<file path="config.mk">
export PLATFORM = sky130hd
export DESIGN_NAME = truth_table_scanner
export DESIGN_NICKNAME = d
export VERILOG_FILES = /design/src/rtl/truth_table_scanner.sv
export SDC_FILE = /design/constraint.sdc
export NUM_CORES = 1
export LEC_CHECK = 0
export BUFFER_PORTS_ARGS = -buffer_cell sky130_fd_sc_hd__buf_2
export CORE_AREA = 3 3 70 46
export DETAILED_ROUTE_END_ITERATION = 6
export DIE_AREA = 0 0 73 49
export PLACE_DENSITY_LB_ADDON = 0.1
export SLEW_MARGIN = 5
export SYNTH_ARGS = -nofsm -noshare
export SYNTH_HDL_FRONTEND = slang
export SYNTH_SLANG_ARGS = --single-unit
</file>
<file path="constraint.sdc">
create_clock -name clk -period 4.3 [get_ports clk]
set_clock_uncertainty 0.1 [all_clocks]
set_input_delay 0.86 -clock clk [delete_from_list [all_inputs] [get_ports clk]]
set_output_delay 0.86 -clock clk [all_outputs]
set_load 0.02 [all_outputs]
</file>
<file path="src/rtl/truth_table_scanner.sv">
// Stimulus/capture engine: walks every input combination onto a small combinational DUT,
// samples its output after a settle interval, and checks the captured minterm map.
module truth_table_scanner #(
  parameter int N_IN       = 3,
  parameter int SETTLE_CYC = 1
) (
  input  logic                 clk,
  input  logic                 rst_n,
  input  logic                 start,
  input  logic                 abort,
  input  logic [2**N_IN-1:0]   expected,
  input  logic                 y_in,
  output logic [N_IN-1:0]      in_vec,
  output logic [2**N_IN-1:0]   minterms,
  output logic [N_IN:0]        ones_cnt,
  output logic                 busy,
  output logic                 done,
  output logic                 pass
);

  localparam int NCOMB = 1 << N_IN;
  localparam int CW    = (SETTLE_CYC < 2) ? 1 : $clog2(SETTLE_CYC + 1);
  localparam logic [CW-1:0]   CNT_INIT = CW'(SETTLE_CYC);
  localparam logic [N_IN-1:0] VEC_LAST = '1;

  typedef enum logic [1:0] {IDLE, SETTLE, SAMPLE, DONE} state_e;

  state_e            state_q, state_d;
  logic [CW-1:0]     cnt_q, cnt_d;
  logic [N_IN-1:0]   in_vec_q, in_vec_d;
  logic [NCOMB-1:0]  minterms_q, minterms_d;
  logic [N_IN:0]     ones_cnt_q, ones_cnt_d;
  logic              busy_q, busy_d;
  logic              done_q, done_d;
  logic              pass_q, pass_d;

  always_comb begin
    state_d    = state_q;
    cnt_d      = cnt_q;
    in_vec_d   = in_vec_q;
    minterms_d = minterms_q;
    ones_cnt_d = ones_cnt_q;
    busy_d     = busy_q;
    done_d     = 1'b0;
    pass_d     = pass_q;
    case (state_q)
      IDLE: begin
        if (start) begin
          state_d    = SETTLE;
          cnt_d      = CNT_INIT;
          in_vec_d   = '0;
          minterms_d = '0;
          ones_cnt_d = '0;
          busy_d     = 1'b1;
          pass_d     = 1'b0;
        end
      end
      SETTLE: begin
        if (abort) begin
          state_d  = IDLE;
          in_vec_d = '0;
          busy_d   = 1'b0;
          pass_d   = 1'b0;
        end else if (cnt_q == CW'(1)) begin
          state_d = SAMPLE;
        end else begin
          cnt_d = cnt_q - CW'(1);
        end
      end
      SAMPLE: begin
        // Abort wins over the capture, so the partial map never holds the aborted combination.
        if (abort) begin
          state_d  = IDLE;
          in_vec_d = '0;
          busy_d   = 1'b0;
          pass_d   = 1'b0;
        end else begin
          minterms_d[in_vec_q] = y_in;
          ones_cnt_d           = ones_cnt_q + (N_IN+1)'(y_in);
          if (in_vec_q == VEC_LAST) begin
            state_d = DONE;
            busy_d  = 1'b0;
            done_d  = 1'b1;
            // Early verdict so pass is already valid while done is high.
            pass_d  = (minterms_d == expected);
          end else begin
            state_d  = SETTLE;
            in_vec_d = in_vec_q + N_IN'(1);
            cnt_d    = CNT_INIT;
          end
        end
      end
      DONE: begin
        state_d = IDLE;
        pass_d  = (minterms_q == expected);
      end
      default: state_d = IDLE;
    endcase
  end

  always_ff @(posedge clk or negedge rst_n) begin
    if (!rst_n) begin
      state_q    <= IDLE;
      cnt_q      <= '0;
      in_vec_q   <= '0;
      minterms_q <= '0;
      ones_cnt_q <= '0;
      busy_q     <= 1'b0;
      done_q     <= 1'b0;
      pass_q     <= 1'b0;
    end else begin
      state_q    <= state_d;
      cnt_q      <= cnt_d;
      in_vec_q   <= in_vec_d;
      minterms_q <= minterms_d;
      ones_cnt_q <= ones_cnt_d;
      busy_q     <= busy_d;
      done_q     <= done_d;
      pass_q     <= pass_d;
    end
  end

  assign in_vec   = in_vec_q;
  assign minterms = minterms_q;
  assign ones_cnt = ones_cnt_q;
  assign busy     = busy_q;
  assign done     = done_q;
  assign pass     = pass_q;

endmodule

</file>
==> results of run 1 <==
==> synthesized netlist by cell type, drive strengths merged, types with 5 or more instances <==
master,count,area [um^2]
inv,9,33.78
a21oi,6,30.03
nor3,5,36.29
ha,9,112.6
nand3,7,35.03
nand2b,5,31.28
dfrtp,21,525.5
nor3b,5,53.80
mux2i,7,70.07
nor2,14,55.06
o21ai,18,90.09
nand2,11,41.29
xnor2,10,87.58
==> stage by stage <==
step	total power (uW)	hold WS [ns]	setup slack, ns	cell area (um^2)	std cells
after global routing	701.8	0.4151	1.852	1722	227
final	650.5	0.4080	1.940	1722	227
after CTS	650.7	0.4003	1.963	1722	227
after floorplan	448.3	0.3581	2.436	1526	167
after global placement	512.7	0.3762	2.089	1677	223
after detailed placement	521.2	0.3872	2.067	1677	223
==> cell type report <==
| type | instances | area share |
|---|---|---|
| well taps | 32 | 0.02326 |
| clock buffers | 4 | 0.02616 |
| repair buffers | 30 | 0.08721 |
| inverters | 9 | 0.01962 |
| multi-input cells | 131 | 0.5385 |
| flip-flops and latches | 21 | 0.3052 |
==> flip-flops by register name, indices dropped and copies added, names as in the netlist <==
register	count
done	1
cnt_q	1
busy	1
in_vec	3
state_q	2
pass	1
minterms	8
ones_cnt	4
==> how the worst min path moves through the flow <==
| stage | start | endpoint | cells after the start |
|---|---|---|---|
| floorplan | cnt_q | cnt_q | 1 |
| global placement | cnt_q | cnt_q | 1 |
| detailed placement | cnt_q | cnt_q | 1 |
| CTS | cnt_q | cnt_q | 1 |
| global route | cnt_q | cnt_q | 1 |
| finish | cnt_q | cnt_q | 1 |
==> where the power goes <==
part	leakage (uW)	total (uW)	internal (uW)	switching, uW
combinational	0.000506	270	98.8	171
clock	0.0000228	128	66.0	62.3
sequential	0.000283	252	221	31.7
total	0.000812	650	385	265
==> cells by family (layout without fill, tap and decap cells) <==
logic type                 after synthesis  after routing  share of synthesized area
and+or+nand+nor                         64             64                     0.2549
AOI/OAI and AO/OA                       38             38                     0.1549
DFF                                     21             21                     0.3443
buffers and inverters                   15             43                    0.04836
xor gates and xnor gates                11             11                    0.06311
adders and majority gates                9              9                    0.07377
muxes                                    9              9                    0.06066
==> placed cells by master, fill, tap and decap left out, types with 2 or more instances in the layout <==
| cell type | instances |
|---|---|
| dfrtp_1 | 21 |
| and3_1 | 2 |
| a22o_1 | 4 |
| mux2i_1 | 7 |
| nor2b_1 | 3 |
| nand3_1 | 7 |
| o21ai_1 | 8 |
| inv_1 | 9 |
| buf_2 | 30 |
| nand2_1 | 11 |
| nor3b_1 | 3 |
| nor2_1 | 13 |
| a21oi_1 | 6 |
| a41oi_1 | 2 |
| nand4_1 | 3 |
| o21ai_0 | 10 |
| and3b_1 | 2 |
| nand2b_1 | 5 |
| ha_1 | 9 |
| nor3_1 | 4 |
| clkbuf_8 | 3 |
| xnor2_1 | 10 |
| o31ai_1 | 2 |
| nor4_1 | 2 |
==> per-layer routing <==
| metal | wire [um] | share of wire | GRT usage | vias up |
|---|---|---|---|---|
| met1 | 1823 | 0.48 | 0.3685 | 631 |
| met4 | 36 | 0.0095 | 0.02761 | 0 |
| met5 | 0 | 0 | 0 | - |
| met2 | 1561 | 0.41 | 0.3042 | 75 |
| met3 | 364 | 0.096 | 0.06584 | 4 |
| li1 | - | - | - | 659 |
==> results.yml, run 1 <==
logic_synthesis:
  ys_ff_latch: 21
  synth_flop_cell: "dfrtp_1"
  ys_types: 43
  async_reset_ff_frac: 1.000
  synth.net_count: 189
  synth_cells: 167
  synth-edff-count: 0
  synth.avg_cell_area_um2: 9.141
  yosysSeqAreaShare: 0.3443
  ys_warn_count: 0
  netlist_area_mm2: 0.001526
setup_path:
  slowest_stage: "dfrtp_1"
  worstReg2RegEnd: "in_vec[0]"
  crit_required_ns: 3.34
  startpoint: "in_vec[0]"
  crit_arrival_ns: 1.40
  critPathBufInv: 1
  start_kind: "flop"
  crit-reg2reg-launch: "in_vec[0]"
  end_kind: "output pin"
  max_stage_delay_ns: 0.85
  regToRegSetupSlack_ns: 2.03
  criticalPathCategory: "reg -> out"
  cp_top_family: "flip-flops"
  reg2reg_depth: 6
  critical_path.cell_chain: "buf_2"
  crit_end: "in_vec[0]"
  cp_num_cells: 1
  path_max_fanout: 19
route:
  num_vias: 1369
  viasPerCell: 6.031
  drc: 0
  finalWirelength_um: 3785
  wire_per_inst_um: 16.67
  ant_nets: 0
  drt_pass1_iterations: 6
  dr.first_iter.drc_count: 170
timing:
  setup_violations: 0
  fin_crit_ns: 2.360
  fmax_mhz: 423.7
  drv_slew: 0
  tns_ns: 0
  rsz0062_at_grt: "false"
  period_share: 0.5489
  max-slew-margin-rel: 0.4874
  hold_viol: 0
  worstMarginPinSlew_ns: 0.7689
die:
  core_area_mm2: 0.002540
  die_y_um: 49
  initial_core_util: 0.6010
  die_w_um: 73
  pin_count: 31
  rows: 14
  dieArea_mm2: 0.003577
layout:
  area_growth_pct: 12.79
  utilization: 0.6778
  nFillCells: 219
  nNetsFinal: 218
  diodes: 0
  drive_gt1_frac: 0.2103
  multiInputGateArea_um2: 927.1
  regArea_um2: 525.5
global_routing:
  grt_pass1_vias: 1283
  grt_usage: 0.2295
  antenna_found_initial: 0
  grt_start_max_net_pins: 22
  grt_pass1_wl_um: 6368
  overflow: 0
power:
  power.density_mw_per_mm2: 377.8
  vdd_drop_max_v: 0.0002085
  leakage_uw: 0.0008120
cts:
  postCtsSetupBuffers: 0
  cts_made_buffers: 3
  cts_resized: 0
  worst_skew_pair.late_latency_ns: 0.26
  cts_tree: "yes"
  path_clk_slew_ns: 0.08
  cts_sinks: 21
  hold_buffers: 0
  cts_buffer_depth: 2
  cts-root-buf: "clkbuf_8"
  ctsHtreeMaxLevel: 1
hold_path:
  hold_class: "reg -> reg"
job:
  cap_viol_max_count: 0
placed_design:
  numPortBuffers: 30
  hpwl_um: 2893
  gp_congestion: 0.8704
run_status:
  status: "complete, no violations"
(Power assumes the default switching activity.)
==> inputs of run 2 (changes only) <==
--- a/config.mk
+++ b/config.mk
@@ -6,9 +6,9 @@
 export NUM_CORES = 1
 export LEC_CHECK = 0
 export BUFFER_PORTS_ARGS = -buffer_cell sky130_fd_sc_hd__buf_2
-export CORE_AREA = 3 3 70 46
+export CORE_AREA = 3 3 73 48
 export DETAILED_ROUTE_END_ITERATION = 6
-export DIE_AREA = 0 0 73 49
+export DIE_AREA = 0 0 76 51
 export PLACE_DENSITY_LB_ADDON = 0.1
 export SLEW_MARGIN = 5
 export SYNTH_ARGS = -nofsm -noshare
==> constraint.sdc (replaced) <==
create_clock -name clk -period 2.3 [get_ports clk]
set_clock_uncertainty 0.1 [all_clocks]
set_input_delay 0.46 -clock clk [delete_from_list [all_inputs] [get_ports clk]]
set_output_delay 0.46 -clock clk [all_outputs]
set_load 0.02 [all_outputs]
==> results.yml, run 2 (same netlist as run 1, synthesis figures left out) <==
run_status:
  status: "complete, no violations"
setup_path:
  crit_required_ns: 2.40
  slowest_stage: "dfrtp_1"
  critPathBufInv: 1
  start_kind: "flop"
  cp_top_family: "simple AND/OR/NAND/NOR gates"
  critical_path.cell_chain: "inv_1, ha_1, nor2b_1, nand2_1, nor4_4, nand4_1, o21ai_1"
  end_kind: "flop"
  path_max_fanout: 8
  crit_arrival_ns: 2.11
  criticalPathCategory: "reg -> reg"
  max_stage_delay_ns: 0.40
route:
  num_vias: 1360
  wl_met3_um: 279
  top_layer: "met4"
  viasPerCell: 5.643
  drc: 0
  wl_met1_um: 1940
  ant_nets: 0
  met2WireLength_um: 1562
  wire_per_inst_um: 15.89
  drt_pass1_iterations: 4
  dr.first_iter.drc_count: 97
  finalWirelength_um: 3829
global_routing:
  grt_pass1_wl_um: 6582
  grt_start_max_net_pins: 22
  grt_usage: 0.2167
  grt_pass1_vias: 1349
  overflow: 0
  antenna_found_initial: 0
layout:
  largest_reg_flops: 8
  utilization: 0.6230
  diodes: 0
  area_growth_pct: 15.66
  final_cell_mix: "30 x buf_2, 21 x dfrtp_1, 13 x nor2_1"
  layout_commonest_cell: "buf_2"
  nFillCells: 251
  drive_gt1_frac: 0.2312
  nNetsFinal: 222
  stdcell_count: 241
die:
  pin_count: 31
  core_area_mm2: 0.002834
  dieArea_mm2: 0.003876
  rows: 15
  die_w_um: 76
  initial_core_util: 0.5386
  die_y_um: 51
timing:
  rsz0062_at_grt: "false"
  fmax_mhz: 498.5
  fin_crit_ns: 2.006
  setup_violations: 0
  hold_viol: 0
  period_share: 0.8722
  hold-worst-slack_ns: 0.04546
  max-slew-margin-rel: 0.6505
  tns_ns: 0
  drv_slew: 0
  worstMarginPinSlew_ns: 0.5242
cts:
  cts_made_buffers: 3
  ctsHtreeMaxLevel: 1
  cts_buffer_depth: 2
  cts_sinks: 21
  worst_skew_pair.late_latency_ns: 0.27
  hold_buffers: 0
  postCtsSetupBuffers: 0
  path_clk_slew_ns: 0.08
  cts_tree: "yes"
  cts-root-buf: "clkbuf_8"
  cts_resized: 0
job:
  cap_viol_max_count: 0
power:
  power.density_mw_per_mm2: 703.1
  leakage_uw: 0.0008356
  vdd_drop_max_v: 0.0004112
hold_path:
  hold_class: "in -> async"
placed_design:
  gp_congestion: 0.9454
  hpwl_um: 2895
  numPortBuffers: 30
  dp_cells: 237
-- run 2: worst paths after layout --
| kind | from | end | slack (ns) | cells after the start |
|---|---|---|---|---|
| min | rst_n | done | 0.05 | 1 |
| max in group asynchronous | rst_n | minterms[1] | 1.71 | 1 |
| min reg2reg | pass | pass | 0.41 | 2 |
| max | state_q[0] | pass | 0.29 | 7 |
| max reg2reg | state_q[0] | pass | 0.29 | 7 |
| min in group clk | start | ones_cnt[3] | 0.33 | 2 |
-- run 2: where the power goes --
part	internal, uW	leakage [uW]	switching, uW
Combinational	201	0.000527	342
Sequential	413	0.000283	33.3
Clock	121	0.0000255	131
-- run 2: routing by layer --
layer,up-vias,track usage
met2,56,0.3279
met1,631,0.3010
met5,-,0
met3,7,0.06162
li1,666,-
met4,0,0.06928
-- run 2: area by class of cell --
class,instances,area [um^2],area share
Multi-Input combinational cell,131,927.1,0.5252
Sequential cell,21,525.5,0.2977
Timing Repair Buffer,34,180.2,0.1021
Tap cell,42,52.55,0.02977
Clock buffer,3,41.29,0.02339
Inverter,9,33.78,0.01914
Clock inverter,1,5.005,0.002835
-- run 2: stage by stage --
step	setup WS [ns]	total power, uW	instance area [um^2]
2_1_floorplan	0.4406	838.2	1526
3_3_place_gp	0.3667	985.8	1719
3_5_place_dp	0.3438	990.0	1719
4_1_cts	0.3076	1246	1765
5_1_grt	0.1273	1333	1765
6_report	0.2939	1241	1765
